--- src/rtl/tlm_pkg.sv ---
// Shared types for the traffic light monitor.
// Light codes, direction/phase enums and run-counter width.
package tlm_pkg;

  localparam int RUN_W = 8;

  localparam logic [1:0] RED     = 2'b00;
  localparam logic [1:0] YELLOW  = 2'b01;
  localparam logic [1:0] GREEN   = 2'b10;
  localparam logic [1:0] ILLEGAL = 2'b11;

  typedef enum logic [1:0] {
    DIR_N, DIR_E, DIR_S, DIR_W
  } dir_t;

  typedef enum logic [1:0] {
    PH_SYNC, PH_IDLE, PH_GREEN, PH_YELLOW
  } phase_t;

  typedef struct packed {
    logic conflict;
    logic illegal;
    logic seq;
    logic timing;
  } err_t;

  // Valid only for one-hot input; callers guarantee that.
  function automatic dir_t onehot_dir(
    input logic [3:0] v
  );
    return dir_t'({v[3] | v[2], v[3] | v[1]});
  endfunction

endpackage

--- src/rtl/tlm_light_decode.sv ---
// Combinational decode of the four light codes.
// Index 0..3 = N, E, S, W.
module tlm_light_decode
  import tlm_pkg::*;
(
  input  logic [1:0] north,
  input  logic [1:0] east,
  input  logic [1:0] south,
  input  logic [1:0] west,
  output logic [3:0] green,
  output logic [3:0] yellow,
  output logic       illegal,
  output logic       all_red,
  output logic [2:0] active_cnt
);

  logic [3:0][1:0] code;

  assign code = {west, south, east, north};

  always_comb begin
    green      = '0;
    yellow     = '0;
    illegal    = 1'b0;
    active_cnt = '0;
    for (int i = 0; i < 4; i++) begin
      green[i]  = (code[i] == GREEN);
      yellow[i] = (code[i] == YELLOW);
      if (code[i] == ILLEGAL) illegal = 1'b1;
      if (code[i] != RED) active_cnt = active_cnt + 3'd1;
    end
  end

  assign all_red = (active_cnt == 3'd0);

endmodule

--- src/rtl/traffic_light_monitor.sv ---
// Passive checker on the intersection light outputs.
// Define TLM_ROTATION_CHECK_EN to enforce N->E->S->W handoffs.
module traffic_light_monitor
  import tlm_pkg::*;
#(
  parameter int GREEN_MIN     = 10,
  parameter int GREEN_MAX     = 19,
  parameter int YELLOW_CYCLES = 3
) (
  input  logic        clk,
  input  logic        rst,
  input  logic [1:0]  Light_north,
  input  logic [1:0]  Light_east,
  input  logic [1:0]  Light_south,
  input  logic [1:0]  Light_west,
  input  logic        clr,
  output logic [1:0]  mon_phase,
  output logic [1:0]  mon_dir,
  output logic        err_conflict,
  output logic        err_illegal,
  output logic        err_sequence,
  output logic        err_timing,
  output logic        err_rotation,
  output logic        err_pulse,
  output logic [7:0]  green_len_last,
  output logic [15:0] green_count
);

  localparam logic [RUN_W-1:0] G_MIN =
    RUN_W'(GREEN_MIN);
  localparam logic [RUN_W-1:0] G_STUCK =
    RUN_W'(GREEN_MAX + 1);
  localparam logic [RUN_W-1:0] Y_LEN =
    RUN_W'(YELLOW_CYCLES);
  localparam logic [RUN_W-1:0] Y_STUCK =
    RUN_W'(YELLOW_CYCLES + 1);

  logic [3:0] green;
  logic [3:0] yellow;
  logic       illegal;
  logic       all_red;
  logic [2:0] active_cnt;

  tlm_light_decode u_decode (
    .north      (Light_north),
    .east       (Light_east),
    .south      (Light_south),
    .west       (Light_west),
    .green      (green),
    .yellow     (yellow),
    .illegal    (illegal),
    .all_red    (all_red),
    .active_cnt (active_cnt)
  );

  phase_t           phase, phase_nx;
  dir_t             dir, dir_nx;
  logic [RUN_W-1:0] run, run_nx, run_inc;
  logic             flagged, flagged_nx;
  logic [7:0]       len_nx;
  logic [15:0]      cnt_nx;
  err_t             err, set;
  logic             rot_set;
  logic             y_bad;
  dir_t             gdir;

  assign run_inc = (run == '1) ? run : run + 1'b1;
  assign gdir    = onehot_dir(green);
  assign y_bad   = (run != Y_LEN) && !flagged;

  always_comb begin
    phase_nx   = phase;
    dir_nx     = dir;
    run_nx     = run;
    flagged_nx = flagged;
    len_nx     = green_len_last;
    cnt_nx     = green_count;
    set        = '0;
    rot_set    = 1'b0;
    if (illegal || active_cnt > 3'd1) begin
      set.illegal  = illegal;
      set.conflict = (active_cnt > 3'd1);
      phase_nx     = PH_SYNC;
      run_nx       = '0;
      flagged_nx   = 1'b0;
    end else begin
      unique case (phase)
        PH_SYNC: begin
          if (all_red) phase_nx = PH_IDLE;
        end
        PH_IDLE: begin
          if (|green) begin
            phase_nx   = PH_GREEN;
            dir_nx     = gdir;
            run_nx     = 1;
            flagged_nx = 1'b0;
          end else if (|yellow) begin
            set.seq  = 1'b1;
            phase_nx = PH_SYNC;
          end
        end
        PH_GREEN: begin
          if (green[dir]) begin
            run_nx = run_inc;
            if (run_inc == G_STUCK && !flagged) begin
              set.timing = 1'b1;
              flagged_nx = 1'b1;
            end
          end else if (yellow[dir]) begin
            len_nx     = run;
            cnt_nx     = green_count + 16'd1;
            set.timing = (run < G_MIN) && !flagged;
            phase_nx   = PH_YELLOW;
            run_nx     = 1;
            flagged_nx = 1'b0;
          end else begin
            set.seq  = 1'b1;
            phase_nx = PH_SYNC;
            run_nx   = '0;
          end
        end
        PH_YELLOW: begin
          if (yellow[dir]) begin
            run_nx = run_inc;
            if (run_inc == Y_STUCK && !flagged) begin
              set.timing = 1'b1;
              flagged_nx = 1'b1;
            end
          end else if (all_red) begin
            set.timing = y_bad;
            phase_nx   = PH_IDLE;
          end else if (|green && !green[dir]) begin
            set.timing = y_bad;
`ifdef TLM_ROTATION_CHECK_EN
            rot_set = (gdir != dir_t'(dir + 2'd1));
`endif
            phase_nx   = PH_GREEN;
            dir_nx     = gdir;
            run_nx     = 1;
            flagged_nx = 1'b0;
          end else begin
            set.seq  = 1'b1;
            phase_nx = PH_SYNC;
            run_nx   = '0;
          end
        end
      endcase
    end
  end

  always_ff @(posedge clk) begin
    if (rst) begin
      phase          <= PH_SYNC;
      dir            <= DIR_N;
      run            <= '0;
      flagged        <= 1'b0;
      err            <= '0;
      err_pulse      <= 1'b0;
      green_len_last <= '0;
      green_count    <= '0;
    end else begin
      phase          <= phase_nx;
      dir            <= dir_nx;
      run            <= run_nx;
      flagged        <= flagged_nx;
      // A new detection overrides a coincident clear.
      err            <= (clr ? '0 : err) | set;
      err_pulse      <= (|set) | rot_set;
      green_len_last <= len_nx;
      green_count    <= cnt_nx;
    end
  end

`ifdef TLM_ROTATION_CHECK_EN
  logic rot_err;

  always_ff @(posedge clk) begin
    if (rst) rot_err <= 1'b0;
    else     rot_err <= (rot_err & ~clr) | rot_set;
  end

  assign err_rotation = rot_err;
`else
  assign err_rotation = 1'b0;
`endif

  assign mon_phase    = phase;
  assign mon_dir      = dir;
  assign err_conflict = err.conflict;
  assign err_illegal  = err.illegal;
  assign err_sequence = err.seq;
  assign err_timing   = err.timing;

endmodule

--- config.mk ---
export PLATFORM = sky130hd
export DESIGN_NAME = traffic_light_monitor
export DESIGN_NICKNAME = d
export VERILOG_FILES = /design/src/rtl/tlm_pkg.sv /design/src/rtl/tlm_light_decode.sv /design/src/rtl/traffic_light_monitor.sv
export SDC_FILE = /design/constraint.sdc
export NUM_CORES = 1
export LEC_CHECK = 0
export BUFFER_PORTS_ARGS = -buffer_cell sky130_fd_sc_hd__buf_2
export CAP_MARGIN = 20
export CORE_ASPECT_RATIO = 0.5
export CORE_MARGIN = 5
export CORE_UTILIZATION = 45
export CTS_CLUSTER_DIAMETER = 50
export DETAILED_ROUTE_END_ITERATION = 8
export PLACE_DENSITY = 0.66
export RECOVER_POWER = 100
export SLEW_MARGIN = 20
export SYNTH_ARGS = -nofsm -noshare
export SYNTH_HDL_FRONTEND = slang
export SYNTH_SLANG_ARGS = --single-unit
export TNS_END_PERCENT = 20
--- constraint.sdc ---
create_clock -name clk -period 3.34 [get_ports clk]
set_input_delay 0.668 -clock clk [delete_from_list [all_inputs] [get_ports clk]]
set_output_delay 0.668 -clock clk [all_outputs]
set_load 0.03 [all_outputs]
Word level (Yosys, flattened, before mapping). Index checks and enable logic that the tools add are counted.

Flip-flop bits (word level): 42. Latch bits: 0. Bits in writable memories: 0. ROM bits: 0. Input bits: 11. Output and inout port bits: 34. Logic and storage cells: 142. Memories: 0.

$add $sub $neg: 5. Multipliers: 0. Divide/modulo/power cells: 0. Magnitude comparators: 3. Equality and inequality tests: 31. Shift-type cells: 0. Mux-type cells: 62. Bitwise logic cells: 5. Reductions and logical operators: 25.

Operators with widths (number): $mux W8 (5); $mux W1 (31); $mux W2 (14); $pmux W8 S3 (1); $eq A2 B2 Y1 const B (10); $ne A3 B3 Y1 const B (6); $add A16 B1 Y16 const B (1); $ne A2 B2 Y1 const B (6); $reduce_or A4 Y1 (3); $eq A2 B1 Y1 const B (5); $reduce_bool A2 Y1 (5); $mux W3 (3); $add A8 B1 Y8 const B (1); $eq A8 B3 Y1 const B (1); $eq A8 B5 Y1 const B (1); $eq A8 B8 Y1 const B (1); $lt A8 B4 Y1 const B (1); $ne A8 B2 Y1 const B (1); $pmux W2 S4 (1); $reduce_and A4 Y1 (2); $reduce_and A7 Y1 (1); $add A3 B1 Y3 const B (2); $pmux W1 S3 (2); $reduce_and A6 Y1 (1); 18 further kinds (26).

Depth between registers and ports, before layout.
Depth after elaboration: 14. Depth in mapped cells: 10. Depth with buffers taken out: 9.

Modules after synthesis. From an unflattened synthesis, not the netlist that was laid out.

Cell total of the unflattened synthesis: 333. Area, all modules: 2651.3 sq um.

By module, submodules not included: traffic_light_monitor (times used 1, cells an instance 300, area each 2409.8 sq um, seq. area each 840.8 sq um); tlm_light_decode (times used 1, cells an instance 33, area each 241.5 sq um, seq. area each 0.0 sq um).

Worst setup path before layout. No wires, ideal clock.

Kind: input-to-reg. Start: input port Light_north[0]. End: register run[3]. Library setup time: 0.086 ns. Arrival time: 2.991 ns. Data required time: 3.254 ns. Path slack: 0.264 ns. Cell stages on the path: 8. Buffers on the path: 0. Cells stage by stage: or4_4 > mux2_2 > ha_1 > o41ai_1 > o32ai_2 > o22ai_2 > a21oi_1 > a211oi_1.

Longest elaborated chain between the ends: 11. Elaborated cells on any way between the ends: 30. Classes of those cells: add/sub: 3; order compare: 1; eq/ne: 5; mux: 15; reduce/logical: 6.

RTL lines: start, declared (line traffic_light_monitor.sv:12) `input logic [1:0] Light_north,`; $reduce_bool A2 Y1 (line tlm_light_decode.sv:30) `if (code[i] != RED) active_cnt = active_cnt + 3'd1;`; $mux W1 (line tlm_light_decode.sv:30); $add A1 B1 Y2 (line tlm_light_decode.sv:30); $mux W3 (line tlm_light_decode.sv:30); $add A3 B1 Y3 (line tlm_light_decode.sv:30); $mux W3 (line tlm_light_decode.sv:30); $add A3 B1 Y3 (line tlm_light_decode.sv:30); $mux W3 (line tlm_light_decode.sv:30); $gt A3 B1 Y1 or $logic_not A3 Y1 (tied branches) (line traffic_light_monitor.sv:80, tlm_light_decode.sv:34); $logic_or A1 B1 Y1 or $ne A3 B3 Y1 (tied branches); $reduce_or A2 Y1 (no source line) or $reduce_and A3 Y1 (tied branches); end signal, assigned (line traffic_light_monitor.sv:164) `run <= run_nx;`; end, declared (line traffic_light_monitor.sv:58) `logic [RUN_W-1:0] run, run_nx, run_inc;`.

Parallel ways exist; a longest one is shown, timed or not. The select of a mux whose other input is x is not followed. A chain may end at the register's enable or synchronous reset.

Worst setup path after layout.
Start: input port Light_north[0]. End: register run[2].

The elaborated chain is that of the path after synthesis.

==> impl_metrics.toml <==
[logic_synthesis]
ys_types = 61
netlist.area_leader.share = 0.313
synth_flop_cell = "dfxtp_1"
synth_area_leaders = "dfxtp_1 (31%), nor2_1 (5.9%), xnor2_1 (4.6%)"
ys_async_sr_fraction = 0
synth_area_leader_cell = "dfxtp_1"
syn_avg_cell_area_um2 = 8.25
syn_nets = 340
ys_ff_latch = 42
synth_area_um2 = 2680
ys_seq_area_frac = 0.313
synth_edf_count = 0
yosys_warnings = 0
netlist_instances = 325

[die]
core_area_um2 = 5630
dieArea_um2 = 7700
chipHeight_um = 64.6
die_w_um = 119
ios = 45
start_util = 0.476
rows = 19

[outcome]
status = "finished, final reports clean"

[clocking]
post_cts_buffers = 0
cts-root-buf = "clkbuf_16"
worstSkewPairLatency_ps = 290
clk_pin_slew_ps = 60
htreeDepth = 2
clk_path_buf_depth = 2
holdBufCountCts = 0
cts.sinks = 42
cts_made_buffers = 5
post_cts_resized = 0
cts_tree = "done"

[layout]
fin_area_um2 = 3050
instances_no_fill = 435
diodes = 0
fin_util = 0.541
drive_above_1_share = 0.108
final_nets = 376
area_delta_synth_final_pct = 13.5

[place]
post_dp_cell_area_um2 = 2950
numPortBuffers = 43
detailed_place_hpwl_um = 4890
place.gp.congestion = 0.886
pre_cts_ws_ps = -114
dp_cells = 427

[route]
totalWireLength_um = 6640
drc = 0
drt-wirelength-per-cell_um = 15.3
ant_nets = 0
via_per_inst = 5.92
first_pass_iters = 5
first_iter_violations = 201
via_count = 2575

[sta]
setup_ws_ps = 167
slew_headroom = 0.569
setup_viol = 0
final-hold-violation-count = 0
max_freq_mhz = 315
rsz0062_at_grt = "no"
maxSlewViolCount = 0
min_period_ps = 3170
worst_pin_slew_ps = 647
fin_hold_ws_ps = 469
period_share = 0.950
clock_skew_ps = 2.96
tns_ps = 0

[pwr]
leakagePower_nw = 0.979
ir_worst_vdd_uv = 204
power_mw = 1.20
powerDensity_nw_per_um2 = 393

[worst_setup_path]
critPathLaunchType = "primary input"
crit_type = "primary input to flip-flop"
path_max_fanout = 9
worst-r2r-setup-slack_ps = 730
cp-end-kind = "flip-flop"
required_ps = 3540
arrival_ps = 3370

[global_route]
grt_pass1_vias = 2385
grt_pass1_wl_um = 11500
antenna_found_initial = 0
grt_usage = 0.178
grt_max_degree = 39
gr-total-overflow = 0

[worst_hold_path]
min_path_type = "flip-flop to flip-flop"

[flow_run]
cap_viol_max_count = 0
placed cells by master, fill, tap and decap left out, drive strengths merged, types with 5 or more instances in the layout:
| cell type | synthesis | final |
|---|---|---|
| nand3 | 22 | 22 |
| nor2b | 9 | 9 |
| o21a | 5 | 5 |
| a22oi | 5 | 5 |
| nor2 | 42 | 42 |
| dfxtp | 42 | 42 |
| mux2i | 11 | 11 |
| nand2b | 10 | 10 |
| or2 | 5 | 5 |
| a21oi | 12 | 12 |
| o21ai | 7 | 7 |
| clkbuf | 17 | 42 |
| buf | 5 | 15 |
| nand4 | 9 | 9 |
| nor4 | 19 | 19 |
| xnor2 | 14 | 14 |
| nand2 | 12 | 12 |
| nor3 | 8 | 8 |
| inv | 9 | 9 |
worst max-delay path, stage by stage:
cell,delay (ps)
buf_2,120
or4_4,530
mux2_2,280
ha_1,310
o41ai_1,610
o32ai_2,230
o22ai_2,150
buf_4,180
a21oi_1,60
a211oi_1,230
final timing paths:
check / cells after the start / endpoint / start
worst max-delay path: 10 / run[2]$_SDFFE_PP0P_ / Light_north[0]
worst min register to register: 2 / err_sequence$_SDFF_PP0_ / err_sequence$_SDFF_PP0_
worst max register to register: 7 / err_pulse$_SDFF_PP0_ / run[0]$_SDFFE_PP0P_
worst min-delay path: 2 / err_sequence$_SDFF_PP0_ / err_sequence$_SDFF_PP0_
synth_stat cells (4+ instances only):
cell and n:
a211oi_1 4, mux2i_1 11, dfxtp_1 42, nor4_1 17
xnor2_1 14, nand4_1 9, nand3_1 22, inv_1 9
nor3_1 8, clkbuf_1 17, nor2b_1 9, o21a_1 5
nand2_1 11, a21oi_1 12, and3_1 4, nand2b_1 10
nor2_1 42, o21ai_0 6, ha_1 4, a22oi_1 5
final cells by class:
type                       count  area [um2]
fill                         550        2590
sequential                    42         841
clock buffer                   6         129
clock inverter                 2        37.5
tap                           73        91.3
timing repair buffer          51         228
multi-input combinational    252        1690
inverter                       9        33.8
kinds of logic after synthesis:
| family | Yosys count | share of synthesized area |
|---|---|---|
| AND/OR/NAND/NOR | 153 | 0.312 |
| AO/OA/AOI/OAI | 61 | 0.173 |
| flip-flops | 42 | 0.313 |
| buffers and inverters | 31 | 0.0499 |
| multiplexers | 18 | 0.0830 |
| XOR/XNOR | 15 | 0.0490 |
| adder cells (fa/ha/maj) | 4 | 0.0187 |
| other | 1 | 0.00140 |
power by group:
| group | internal, mW | switching (mW) | total, mW |
|---|---|---|---|
| Clock | 0.353 | 0.196 | 0.549 |
| Sequential | 0.505 | 0.00312 | 0.508 |
| Combinational | 0.0466 | 0.0914 | 0.138 |
| Total | 0.905 | 0.291 | 1.20 |
layer usage:
layer  vias to the layer above  share of wire  track usage
met2                        74           0.46        0.278
met5                         -              0            0
met1                      1220           0.48        0.247
li1                       1273              -            -
met4                         0          0.010       0.0519
met3                         8          0.051       0.0426
state kept, by name, indices dropped and copies added (netlist names):
register,flops
green_count,16
err_conflict,1
mon_dir,2
err_sequence,1
mon_phase,2
err_pulse,1
flagged,1
err_illegal,1
run,8
green_len_last,8
err_timing,1
No activity file was read; power rests on OpenSTA's default activity.
